[config.mk]
export PLATFORM = sky130hd
export DESIGN_NAME = wb_trace_fifo
export DESIGN_NICKNAME = d
export VERILOG_FILES = /design/src/rtl/wb_trace_fifo.sv
export SDC_FILE = /design/constraint.sdc
export NUM_CORES = 2
export LEC_CHECK = 0
export ABC_AREA = 1
export BUFFER_PORTS_ARGS = -buffer_cell sky130_fd_sc_hd__buf_2
export CAP_MARGIN = 5
export CORE_MARGIN = 5
export CORE_UTILIZATION = 25
export CTS_CLUSTER_SIZE = 10
export DETAILED_ROUTE_END_ITERATION = 8
export PLACE_DENSITY = 0.46
export SLEW_MARGIN = 5
export SYNTH_ARGS = -nofsm -noshare
export SYNTH_HDL_FRONTEND = slang
export SYNTH_SLANG_ARGS = --single-unit
[constraint.sdc]
create_clock -name clk -period 8.53 [get_ports clk]
set_clock_uncertainty 0.15 [all_clocks]
set_input_delay 2.559 -clock clk [delete_from_list [all_inputs] [get_ports clk]]
set_output_delay 2.559 -clock clk [all_outputs]
set_load 0.03 [all_outputs]
[src/rtl/wb_trace_fifo.sv]
// Show-ahead FIFO for retired RF writes; head appears on trace_* one cycle after push.
// Pops are valid/ready; when full without a pop, new entries are dropped and counted.
module wb_trace_fifo #(
   parameter int DEPTH       = 16,
   parameter int AFULL_TH    = DEPTH - 2,
   parameter bit FILTER_ZERO = 1'b1
) (
   input  logic                       clk,
   input  logic                       rst,
   input  logic                       capture_en,
   input  logic [31:0]                debug_wb_pc,
   input  logic [3:0]                 debug_wb_rf_wen,
   input  logic [4:0]                 debug_wb_rf_wnum,
   input  logic [31:0]                debug_wb_rf_wdata,
   output logic                       trace_valid,
   input  logic                       trace_ready,
   output logic [31:0]                trace_pc,
   output logic [3:0]                 trace_wen,
   output logic [4:0]                 trace_wnum,
   output logic [31:0]                trace_wdata,
   output logic                       stallreq_from_trace,
   output logic [$clog2(DEPTH):0]     trace_level,
   output logic [15:0]                trace_ovf_cnt
);
   localparam int AW = $clog2(DEPTH);
   localparam int CW = AW + 1;
   localparam logic [CW-1:0] DEPTH_C = CW'(DEPTH);
   localparam logic [CW-1:0] AFULL_C = CW'(AFULL_TH);

   logic [72:0]   mem [DEPTH];
   logic [AW-1:0] wr_ptr_q, wr_ptr_d, rd_ptr_q, rd_ptr_d;
   logic [CW-1:0] count_q, count_d;
   logic          valid_q, valid_d, stall_q, stall_d;
   logic [72:0]   head_q, head_d;
   logic [15:0]   ovf_q, ovf_d;
   logic [72:0]   wr_entry;
   logic          push_req, push_acc, pop;

   always_comb begin
      wr_entry = {debug_wb_pc, debug_wb_rf_wen, debug_wb_rf_wnum, debug_wb_rf_wdata};
      push_req = capture_en && (debug_wb_rf_wen != 4'd0) &&
                 !(FILTER_ZERO && (debug_wb_rf_wnum == 5'd0));
      pop      = valid_q && trace_ready;
      // count never exceeds DEPTH, so "not full" is the same as count < DEPTH
      push_acc = push_req && ((count_q != DEPTH_C) || pop);
      wr_ptr_d = push_acc ? wr_ptr_q + AW'(1) : wr_ptr_q;
      rd_ptr_d = pop ? rd_ptr_q + AW'(1) : rd_ptr_q;
      count_d  = count_q + CW'(push_acc) - CW'(pop);
      ovf_d    = (push_req && !push_acc && (ovf_q != 16'hFFFF)) ? ovf_q + 16'd1 : ovf_q;
      valid_d  = (count_d != '0);
      stall_d  = (count_d >= AFULL_C);
      head_d   = head_q;
      // The next head may be the entry being written this very cycle.
      if (valid_d)
         head_d = (push_acc && (wr_ptr_q == rd_ptr_d)) ? wr_entry : mem[rd_ptr_d];
   end

   always_ff @(posedge clk or negedge rst) begin
      if (!rst) begin
         wr_ptr_q <= '0;
         rd_ptr_q <= '0;
         count_q  <= '0;
         valid_q  <= 1'b0;
         stall_q  <= 1'b0;
         head_q   <= '0;
         ovf_q    <= '0;
      end else begin
         wr_ptr_q <= wr_ptr_d;
         rd_ptr_q <= rd_ptr_d;
         count_q  <= count_d;
         valid_q  <= valid_d;
         stall_q  <= stall_d;
         head_q   <= head_d;
         ovf_q    <= ovf_d;
      end
   end

   always_ff @(posedge clk) begin
      if (push_acc)
         mem[wr_ptr_q] <= wr_entry;
   end

   assign trace_valid         = valid_q;
   assign trace_pc            = head_q[72:41];
   assign trace_wen           = head_q[40:37];
   assign trace_wnum          = head_q[36:32];
   assign trace_wdata         = head_q[31:0];
   assign stallreq_from_trace = stall_q;
   assign trace_level         = count_q;
   assign trace_ovf_cnt       = ovf_q;
endmodule

# [After elaboration in Yosys (flattened, before gate mapping)]
# Memory sizes are Yosys's and may differ from the RTL's. A register that Yosys moved wholly into a read port is not among the register bits.
# Index checks and enable logic that the tools add are counted.
[word_totals] elab_cells=31 romBits=0 latch_bits=0 output_inout_bits=96 mem_bits_rw=1168 memories=1 ff_bits=31
[memory_table] memory="mem" depth=16 word_bits=73 rd=1 rd_clocked_by_memory_dff=1 write_ports=1 line="30" text="logic [72:0] mem [DEPTH];"
[classes] n_addsub=5 mul=0 shifts=0 eq_ne=2 n_bitwise=0 muxes=3 magnitude_cmp=1 n_div=0 reduce_logical=13
[op_table] cell="adder 16 x 1 -> 16 bit (second input constant)" count=1
[op_table] cell="inequality test 16 bit (second input constant)" count=1
[op_table] cell="adder 4 x 1 -> 4 bit (second input constant)" count=2
[op_table] cell="logical AND 1 bit" count=6
[op_table] cell="adder 5 x 1 -> 5 bit" count=1
[op_table] cell="greater-or-equal comparator 5 x 4 -> 1 bit (second input constant)" count=1
[op_table] cell="logical NOT 5 bit" count=1
[op_table] cell="inequality test 5 bit (second input constant)" count=1
[op_table] cell="nonzero test 5 bit" count=1
[op_table] cell="subtractor 5 x 1 -> 5 bit" count=1
[op_table] cell="two-way mux 4 bit" count=1
[op_table] cell="nonzero test 4 bit" count=1
[op_table] cell="logical NOT 1 bit" count=3
[op_table] cell="two-way mux 1 bit" count=2
[op_table] cell="logical OR 1 bit" count=1

# [Depth between registers and ports, before layout]
[depth] ltp_word=7 mapped_depth=19

# [Worst setup path after synthesis]
# No wires, ideal clock.
[synth_path] path_kind="input to register" start="input port debug_wb_rf_wen[2]" end="memory mem[11][0] (enable)" arrival_time_ns=6.272 slack_ns=1.604 path_stages=6 path_buffers=0 required_ns=7.875 path_cell_list="nor2_1 a21boi_0 nand2_1 nor2_4 nand2_1 nor2_1"
[synth_via] elab_chain_len=6
[synth_lines] element="from (decl)" line="12" text="input logic [3:0] debug_wb_rf_wen,"
[synth_lines] element="nonzero test 4 bit" line="41" text="push_req = capture_en && (debug_wb_rf_wen != 4'd0) &&"
[synth_lines] element="logical AND 1 bit (2 in a row)" line="41"
[synth_lines] element="logical AND 1 bit" line="45" text="push_acc = push_req && ((count_q != DEPTH_C) || pop);"
[synth_lines] element="two-way mux 1 bit" line="79" text="if (push_acc)"
[synth_lines] element="two-way mux 1 bit (not written as such)" line="80" text="mem[wr_ptr_q] <= wr_entry;"
[synth_lines] element="to (decl)" line="30"
# No other way between the ends.

# [Final worst setup path]
[layout_path] start="input port trace_ready" end="register head_q[71], read port of mem"
[layout_via] elab_chain_len=6 word_cells_on_any_way=7 cone_classes="add/sub: 2; mux: 1; reduce/logical: 4"
[layout_lines] element="from (decl)" line="16" text="input logic trace_ready,"
[layout_lines] element="logical AND 1 bit (*)" line="43" text="pop = valid_q && trace_ready;"
[layout_lines] element="logical OR 1 bit" line="45"
[layout_lines] element="logical AND 1 bit" line="45"
[layout_lines] element="adder 5 x 1 -> 5 bit" line="48" text="count_d = count_q + CW'(push_acc) - CW'(pop);"
[layout_lines] element="subtractor 5 x 1 -> 5 bit" line="48"
[layout_lines] element="nonzero test 5 bit" line="50" text="valid_d = (count_d != '0);"
[layout_lines] element="to (decl)" line="34" text="logic [72:0] head_q, head_d;"
# Mark *: on every way between the ends. The rest lies on a longest branch, timed or not.
# A chain may end at the register's enable or synchronous reset.

==> impl_metrics.toml <==
[layout]
fin_cells = 8194
fin_nets = 5187
multi_input_area_um2 = 14300
area_growth_pct = 15.9
utilization_pct = 29.0
regArea_um2 = 37700
fillers = 22900
drive_gt1_share_pct = 8.63

[global_routing]
grt_usage_pct = 15.1
overflow = 0
grt_pass1_vias = 36200
grt_max_degree = 217
antenna_found_initial = 25
grt_pass1_wl_um = 260000

[worst_setup_path]
crit_type = "in2reg"
cpMaxStageDelayCell = "buf_4"
worstPathRequired_ns = 9.04
critPathMaxStageDelay_ns = 0.61
cp_max_fo = 53
crit_family = "simple AND/OR/NAND/NOR gates"
worstPathArrival_ns = 6.37
cp-end-kind = "flip-flop"
start_kind = "primary input"
cp_common_cell = "nand2_1"
worstPathCellList = "buf_2, nand2_2, nand4_1, nand3_1, ha_1, inv_1, ha_1, inv_1, fa_1, nand3b_1, nand2_1, xor2_1, nand2_1, nor2_4, buf_4, a21oi_1, nand2_1, nand2_1"
critPathBufInv = 4

[clocking]
post-cts-setup-buffer-count = 0
tritoncts = "done"
cts_resized = 0
htreeDepth = 4
ctsHoldBuffers = 0
cts_buffer_depth = 3
clk_pin_slew_worst_paths_ns = 0.06
worstSkewPairLatency_ns = 0.79
cts_sinks = 1272
cts_buffers = 152
cts-root-buf = "clkbuf_16"

[synth]
synth_area_um2 = 55500
yosysMostFrequentCell = "edfxtp_1"
synth_top_area_share_pct = 63.2
synth_ff_type = "edfxtp_1"
synth_edf_count = 1168
synthTopCellsByCount = "edfxtp_1 (1168), nand2_1 (1080), nand3_1 (1047)"
yosysSeqAreaShare_pct = 67.8
synthTopCellsByArea = "edfxtp_1 (63%), nand3_1 (9.4%), nand2_1 (7.3%)"
yosysTopAreaCell = "edfxtp_1"
yosys_warnings = 0
synth-seq-cells = 1272
synthArstFlopShare_pct = 8.18
syn_nets = 5120
synth.distinct_cells = 25
synth_cells = 5030
syn_avg_cell_area_um2 = 11.0

[worst_hold_path]
worstHoldPathType = "reg2reg"

[floorplanning]
design.die.area_um2 = 232000
boundaryPins = 173
coreArea_um2 = 222000
rows = 173
die_w_um = 481
initial_core_util_pct = 25.1
die_h_um = 481

[drt]
post_drt_wl_per_cell_um = 21.7
drtAntennaViolNets = 0
via_per_inst = 4.55
remaining_drc_errors = 0
drt_iter0_markers = 3223
via_count = 37300
drt_wl_total_um = 178000
firstDrtPassIters = 6

[sta]
fmax_ghz = 0.171
rsz0062_at_grt = "no"
fin_crit_sh_pct = 68.6
hold_viol = 0
period_minus_slack_ns = 5.85
maxSlewViolCount = 0
finalSetupViolations = 0
fin_ws_ns = 2.68
timing.hold.ws_ns = 0.319
tns_ns = 0
worst_pin_slew_ns = 1.50
slew_headroom_pct = 0.163

[place]
place_congestion = 0.741
pre_cts_slack_ns = 1.95
port_buffers = 172
placed_cells = 7918
dp.final_hpwl_um = 85700

[flow_run]
cap_viol_max_count = 0

[status]
status = "finished, final reports clean"

[power]
power_density_nw_per_um2 = 371
leakage_nw = 24.7
ir_drop_v = 0.000310
==> report_power, final <==
part | internal [mW] | switching (mW) | total [mW] | leakage (nW)
clock network | 3.49 | 2.60 | 6.09 | 2.19
logic | 2.65 | 7.17 | 9.82 | 10.7
registers | 7.60 | 0.340 | 7.94 | 11.8
total | 13.7 | 10.1 | 23.9 | 24.7
==> final cells by class <==
cell class	instances	share of cell area, %
clock buffers	247	6.64
diodes	6	0.0233
flip-flops and latches	1272	58.5
inverters	624	3.67
well taps	2975	5.78
repair buffers	239	2.58
multi-input cells	2808	22.3
clock inverters	23	0.463
==> cells in the final DEF (no fill, tap or decap), types with 76 or more instances in the layout <==
master and instances:
clkbuf_16 155, nand2_1 1076, clkbuf_1 87, inv_1 618, buf_2 171, nand3b_1 512, nand3_1 1046, edfxtp_1 1168
dfrtp_1 104, a21oi_1 76
==> registers in the layout (all words and copies together) (netlist names) <==
name and flops:
head_q 73, mem 1168, rd_ptr_q 4, stallreq_from_trace 1, trace_level 5, trace_ovf_cnt 16
trace_valid 1, wr_ptr_q 4
==> logic make-up after synthesis <==
group | synth area share (%)
and+or+nand+nor | 24.1
DFF | 67.8
AOI/OAI and AO/OA | 0.753
buffers and inverters | 6.68
adders and majority gates | 0.306
xor gates and xnor gates | 0.331
==> worst register-to-register path, cell delays in order (launching register included) <==
cell and delay, ns:
dfrtp_1 0.45, nor2_1 0.42, nand4_1 0.51, nand3_1 0.38, ha_1 0.27, inv_1 0.06, ha_1 0.16, inv_1 0.06
fa_1 0.42, nand3b_1 0.18, nand2_1 0.09, xor2_1 0.23, nand2_1 0.13, nor2_4 0.12, buf_4 0.61, a21oi_1 0.17
nand2_1 0.10, nand2_1 0.05
==> through the flow <==
stage                     total power [mW]  instance area [µm²]
final                                 23.9                64400
after global routing                  25.4                64300
after CTS                             24.2                64300
after detailed placement              18.0                59800
after global placement                18.0                59800
after floorplan                       14.4                55500
==> routing by layer <==
metal / vias to the layer above / wire length, µm / share of wire (%) / GRT usage, %
met5: - / 38 / 0.021 / 0
met4: 6 / 3900 / 2.2 / 3.98
met3: 242 / 10000 / 5.6 / 2.77
met2: 1049 / 81300 / 46 / 24.1
met1: 18700 / 82800 / 47 / 21.2
li1: 17300 / - / - / -
==> final timing paths <==
check	from	slack [ns]	to	cells after the start
worst max-delay path	trace_ready	2.68	head_q[71]	18
worst min-delay path	head_q[50]	0.32	head_q[50]	2
worst max register to register	trace_level[1]	3.86	head_q[71]	17
worst min register to register	head_q[50]	0.32	head_q[50]	2
max in group asynchronous	rst	5.12	head_q[27]	2
min in group asynchronous	rst	1.69	head_q[53]	1
(Power assumes the default switching activity.)
